[config.mk]
export PLATFORM = sky130hd
export DESIGN_NAME = dsp_sequencer
export DESIGN_NICKNAME = d
export VERILOG_FILES = /design/src/rtl/dsp_sequencer.sv
export SDC_FILE = /design/constraint.sdc
export NUM_CORES = 1
export LEC_CHECK = 0
export ABC_AREA = 1
export BUFFER_PORTS_ARGS = -buffer_cell sky130_fd_sc_hd__buf_2
export CORE_MARGIN = 8
export CORE_UTILIZATION = 46
export DETAILED_ROUTE_END_ITERATION = 6
export HOLD_SLACK_MARGIN = 0.06
export PLACE_DENSITY_LB_ADDON = 0.25
export SYNTH_ARGS = -nofsm -noshare
export SYNTH_HDL_FRONTEND = slang
export SYNTH_SLANG_ARGS = --single-unit
[constraint.sdc]
create_clock -name clk -period 4.6 [get_ports clk]
set_clock_uncertainty 0.15 [all_clocks]
set_input_delay 0.69 -clock clk [delete_from_list [all_inputs] [get_ports clk]]
set_output_delay 0.69 -clock clk [all_outputs]
set_load 0.01 [all_outputs]
[src/rtl/dsp_sequencer.sv]
// Sequences the external multi-cycle DSP unit: latch the command, pulse start,
// wait for done (with timeout), then write back through the shared RF port.
module dsp_sequencer #(
    parameter int DATA_W  = 32,
    parameter int TIMEOUT = 255
) (
    input  logic              clk,
    input  logic              reset,
    input  logic              i_start_dsp,
    input  logic [1:0]        i_op_dsp,
    input  logic [4:0]        i_RA,
    input  logic [4:0]        i_RB,
    input  logic [4:0]        i_RW,
    input  logic [DATA_W-1:0] i_ra_data,
    input  logic [DATA_W-1:0] i_rb_data,
    output logic              o_stall,
    output logic              o_dsp_start,
    output logic [1:0]        o_dsp_op,
    output logic [DATA_W-1:0] o_dsp_a,
    output logic [DATA_W-1:0] o_dsp_b,
    input  logic              i_dsp_done,
    input  logic [DATA_W-1:0] i_dsp_result,
    input  logic              i_cpu_wb_en,
    output logic              o_wb_en,
    output logic [4:0]        o_wb_reg,
    output logic [DATA_W-1:0] o_wb_data,
    output logic              o_busy,
    output logic              o_error
);
    localparam int CW = $clog2(TIMEOUT + 1);

    typedef enum logic [1:0] {S_IDLE, S_ISSUE, S_WAIT, S_WB} state_t;

    state_t              state_q, state_d;
    logic [1:0]          op_q, op_d;
    logic [4:0]          rw_q, rw_d;
    logic [DATA_W-1:0]   a_q, a_d, b_q, b_d, res_q, res_d;
    logic [CW-1:0]       cnt_q, cnt_d, cnt_inc;
    logic                err_q, err_d;
    logic                hazard;

    always_ff @(posedge clk or posedge reset) begin
        if (reset) begin
            state_q <= S_IDLE;
            op_q    <= '0;
            rw_q    <= '0;
            a_q     <= '0;
            b_q     <= '0;
            res_q   <= '0;
            cnt_q   <= '0;
            err_q   <= 1'b0;
        end else begin
            state_q <= state_d;
            op_q    <= op_d;
            rw_q    <= rw_d;
            a_q     <= a_d;
            b_q     <= b_d;
            res_q   <= res_d;
            cnt_q   <= cnt_d;
            err_q   <= err_d;
        end
    end

    assign cnt_inc = cnt_q + 1'b1;

    always_comb begin
        state_d = state_q;
        op_d    = op_q;
        rw_d    = rw_q;
        a_d     = a_q;
        b_d     = b_q;
        res_d   = res_q;
        cnt_d   = cnt_q;
        err_d   = err_q;
        case (state_q)
            S_IDLE: begin
                if (i_start_dsp) begin
                    op_d    = i_op_dsp;
                    rw_d    = i_RW;
                    a_d     = i_ra_data;
                    b_d     = i_rb_data;
                    state_d = S_ISSUE;
                end
            end
            S_ISSUE: begin
                cnt_d   = '0;
                state_d = S_WAIT;
            end
            S_WAIT: begin
                cnt_d = cnt_inc;
                // done takes precedence over a timeout landing on the same cycle
                if (i_dsp_done) begin
                    res_d   = i_dsp_result;
                    state_d = (rw_q != 5'd0) ? S_WB : S_IDLE;
                end else if (cnt_inc == CW'(TIMEOUT)) begin
                    err_d   = 1'b1;
                    state_d = S_IDLE;
                end
            end
            S_WB: begin
                if (!i_cpu_wb_en) state_d = S_IDLE;
            end
            default: state_d = S_IDLE;
        endcase
    end

    assign hazard = ((i_RA == rw_q) && (i_RA != 5'd0)) ||
                    ((i_RB == rw_q) && (i_RB != 5'd0));

    assign o_busy      = (state_q != S_IDLE);
    assign o_stall     = o_busy && (i_start_dsp || hazard);
    assign o_dsp_start = (state_q == S_ISSUE);
    assign o_dsp_op    = op_q;
    assign o_dsp_a     = a_q;
    assign o_dsp_b     = b_q;
    assign o_wb_en     = (state_q == S_WB) && !i_cpu_wb_en;
    assign o_wb_reg    = rw_q;
    assign o_wb_data   = res_q;
    assign o_error     = err_q;
endmodule

; ---- Word level (Yosys, flattened, before mapping)
; Cells that the tools add are included.
[word_totals]
word_cells = 43
out_inout_bits = 108
in_bits = 118
ff_bits = 114
[classes]
n_mux = 7
addsub = 1
bitwise_logic = 1
n_reduce_logical = 17
eq_ne = 9
[ops]
columns = cell, count
row1 = $pmux W8 S2, 1
row2 = $reduce_bool A5 Y1, 3
row3 = $eq A5 B5 Y1, 2
row4 = $mux W2, 5
row5 = $add A8 B1 Y8 const B, 1
row6 = $eq A8 B8 Y1 const B, 1
row7 = $pmux W2 S4, 1
row8 = $reduce_and A3 Y1, 2
row9 = $eq A2 B2 Y1 const B, 2
row10 = $logic_and A1 B1 Y1, 4
row11 = $ne A2 B2 Y1 const B, 2
row12 = $reduce_and A2 Y1, 2
row13 = $reduce_bool A2 Y1, 2
row14 = $ne A3 B3 Y1 const B, 1
row15 = $eq A2 B1 Y1 const B, 1
row16 = $logic_not A2 Y1, 1
row17 = $logic_or A1 B1 Y1, 2
row18 = $logic_not A1 Y1, 1
row19 = $not A1 Y1, 1

; ---- Depth between registers and ports, before layout
[depth]
ltp_word = 5
mapped_depth = 12
depth_no_buf = 12

; ---- Least setup slack after synthesis
; OpenSTA, ideal clock, no wires.
[synth_path]
kind = in2out
startpoint = input port i_RA[0]
endpoint = output port o_stall
cell_stages = 7
slack_ps = 2527
n_path_buf = 0
t_required_ps = 3760
t_arrival_ps = 1233
cell_sequence = nand2_1 > o21ai_0 > nor3_1 > nand3_1 > nand3_1 > nand2_1 > inv_1
[synth_between]
elab_chain_cells = 5
word_cells_on_any_way = 6
classes_between = 1 x eq/ne / 5 x reduce/logical
[synth_lines]
columns = element, line_no
row1 = "start, declared", 11  ; input logic [4:0] i_RA,
row2 = $eq A5 B5 Y1 or $reduce_bool A5 Y1 (tied branches), 107  ; assign hazard = ((i_RA == rw_q) && (i_RA != 5'd0)) ||
row3 = $logic_and A1 B1 Y1 *, 107
row4 = $logic_or A1 B1 Y1 *, 107
row5 = $logic_or A1 B1 Y1 *, 111  ; assign o_stall = o_busy && (i_start_dsp || hazard);
row6 = $logic_and A1 B1 Y1 *, 111
row7 = "end, declared", 16  ; output logic o_stall,
; Every way passes the cells marked *; elsewhere a longest branch is shown, timed or not.

; ---- Worst setup path after layout
[layout_path]
startpoint = register rw_q[2], in the netlist o_wb_reg[2]
endpoint = output port o_stall
[layout_between]
elab_chain_cells = 5
word_cells_on_any_way = 7
classes_between = 2 x eq/ne / 5 x reduce/logical
[layout_lines]
columns = element, line_no
row1 = "start, declared", 36  ; logic [4:0] rw_q, rw_d;
row2 = "start signal, assigned", 55  ; rw_q <= rw_d;
row3 = $eq A5 B5 Y1 (on tied branches), "107, 108"
row4 = $logic_and A1 B1 Y1 (on tied branches), "107, 108"
row5 = $logic_or A1 B1 Y1 *, 107
row6 = $logic_or A1 B1 Y1 *, 111
row7 = $logic_and A1 B1 Y1 *, 111
; Marks and branches as above.

==> summary.txt <==
Initial antenna violation count: 0
Relative slew margins: 36.01%
1st-pass router iterations: 5
Synth cell types: 25
First-pass GRT wire length: 19890 um
Vias: 3764
Die area: 0.01374 mm^2
Period utilisation layout: 55.59%
Initial Util: 46.48%
Clock slew at reported path FFs: 0.05 ns
Min cycle time layout: 2.557 ns
Die Ht: 117.2 um
Pin count of the biggest net entering global routing: 76
Max-Cap Viols: 0
Vias per cell: 4.723
Worst path arrival time: 1.72 ns
Core area: 0.01014 mm^2
Die extent in x: 117.2 um
Final nets: 776
Commonest non-fill, non-tap cell in the layout: buf_2
Io pins: 226
CP Capture Type: primary output
Hold buffer count at cts: 0
H-tree levels: 4
Max Slew Vio Count: 0
Cell Int Power: 0.003006 W
Outcome: complete, no violations
Slowest CP cell: dfrtp_1
Comb pwr share: 35.4%
Top cells by area, synth: dfrtp_1, mux2_1, nand2_1
Peak supply drop: 0.3539 mV
Sequential group share of total power: 37.8%
Maximum clock path buffer count: 2
Finished Core Util: 64.42%
Vias in the first global route: 4083
Yosys top cell area share: 60.54%
1st-iter DRT viols: 124
Fillers: 816
Psw: 0.001533 W
CP cell instances: inv_1, o21ai_0, nor3_1, nand3_1, nand3_1, nand2_1, inv_1, buf_2
Clock latency on the worst-skew pair: 0.50 ns
Share of cells above drive strength 1: 44.93%
Row count: 37
Global Route Usage Sum: 18.99%
CTS tree: built
Setup-failing EPs final: 0
RSZ-0062 raised after global routing: false
Hold Crit Class: in2async
# Post-CTS Setup Buffers: 0
DRC errors left: 0
Final WL: 12520 um
Data required, critical path: 3.76 ns
Startpoint types: register
Synth Net Count: 544
TritonCTS Buffers: 17
# port buffers: 225
Total gr overflow: 0
Post-placement cell area: 0.005974 mm^2
Commonest non-fill, non-tap cells in the layout: buf_2, nand2_1, dfrtp_1
Syn_area_per_cell: 11.25 um^2
CTS resizes: 0
Routability cong.: 0.8897
Synth area leader: dfrtp_1
Fin worst setup slack: 2.043 ns
Post-route cell area: 0.006531 mm^2
Wire per inst: 15.70 um
Tightest Pin Transition: 0.9598 ns
Cells after synthesis: 419
Worst path max stage delay: 0.40 ns
Antenna Cells: 0
CP Class: reg2out
Register area: 0.002853 mm^2
Flops & latches, synth: 114
Synth warn: 0
Post-route ant nets: 0
Sequential element share of the synthesized area: 60.54%
Multi-input logic area: 0.001707 mm^2
LEAKAGE: 3.447 nW
Area Overhead vs Synth: 38.61%
Detailed placer's ending HPWL: 9609 um
Power Density: 694.9 mW/mm^2
Final setup TNS: 0 ns
F_max: 391.0 MHz
Count of final hold-check violations: 0
Clock power frac: 26.8%
Clk sinks: 114
CTS root buffer: clkbuf_8
Net Sw Frac: 33.77%
Place WS: 2.261 ns
CP Max Fanout: 5
Mapped cell area: 0.004712 mm^2
-- cell families (layout without fill, tap and decap cells) --
| group | Yosys count | in the layout | share of synthesized area, % |
|---|---|---|---|
| and+or+nand+nor | 165 | 165 | 14.60 |
| DFF | 114 | 114 | 60.54 |
| xor gates and xnor gates | 6 | 6 | 1.115 |
| buffers and inverters | 40 | 282 | 3.399 |
| muxes | 67 | 67 | 16.01 |
| adders and majority gates | 7 | 7 | 1.859 |
| AOI/OAI and AO/OA | 20 | 20 | 2.470 |
-- cell usage after synthesis (all sizes together) --
cell / count
nor3: 3
xnor2: 2
a31o: 1
inv: 25
nand2: 133
buf: 8
a21oi: 4
dfrtp: 114
clkbuf: 7
xor2: 4
a22oi: 1
mux2: 67
ha: 7
nand3: 10
nor2: 17
o21ai: 6
o22ai: 8
nand4: 2
-- power groups by stage --
stage | Sequential (W) | Combinational [W] | Clock (W)
2_1_floorplan | 0.00193 | 0.000700 | 0
3_3_place_gp | 0.00170 | 0.00160 | 0
3_5_place_dp | 0.00172 | 0.00164 | 0
4_1_cts | 0.00172 | 0.00164 | 0.00124
5_1_grt | 0.00178 | 0.00178 | 0.00128
6_report | 0.00172 | 0.00161 | 0.00121
-- area by class of cell --
class	count	share of cell area [%]
sequential	114	43.68
clock inverter	6	1.226
multi-input combinational	265	26.13
tap	136	2.605
clock buffer	23	7.299
timing repair buffer	228	17.59
inverter	25	1.475
-- final timing paths --
check / from / end / slack (ns) / cells after the start
worst max-delay path: o_wb_reg[2] / o_stall / 2.04 / 8
worst min-delay path: reset / o_dsp_a[20] / 0.08 / 2
worst max register to register: state_q[0] / state_q[1] / 2.35 / 9
worst min register to register: o_wb_data[25] / o_wb_data[25] / 0.33 / 2
max in group asynchronous: reset / cnt_q[0] / 3.25 / 3
min in group clk: i_dsp_result[7] / o_wb_data[7] / 0.23 / 3
-- worst max-delay path, delay by kind of cell (launching register included) --
family,cells,cell delay [ns]
compound gates,1,0.10
flops,1,0.40
buf+inv,3,0.30
simple gates,4,0.42
-- metal layers --
layer / share of wire [%] / GRT usage (%)
met1: 37 / 19.96
met3: 8.5 / 7.542
met2: 53 / 33.40
met5: 0 / 0
met4: 1.8 / 7.338
-- through the flow --
stage               hold slack [ns]  std cells  total power [W]
floorplan                    0.3391        419         0.002628
global placement             0.3004        768         0.003303
detailed placement           0.3114        768         0.003364
CTS                         0.08887        797         0.004604
global route                 0.1082        797         0.004842
finish                      0.08355        797         0.004539
(Power assumes the default switching activity.)
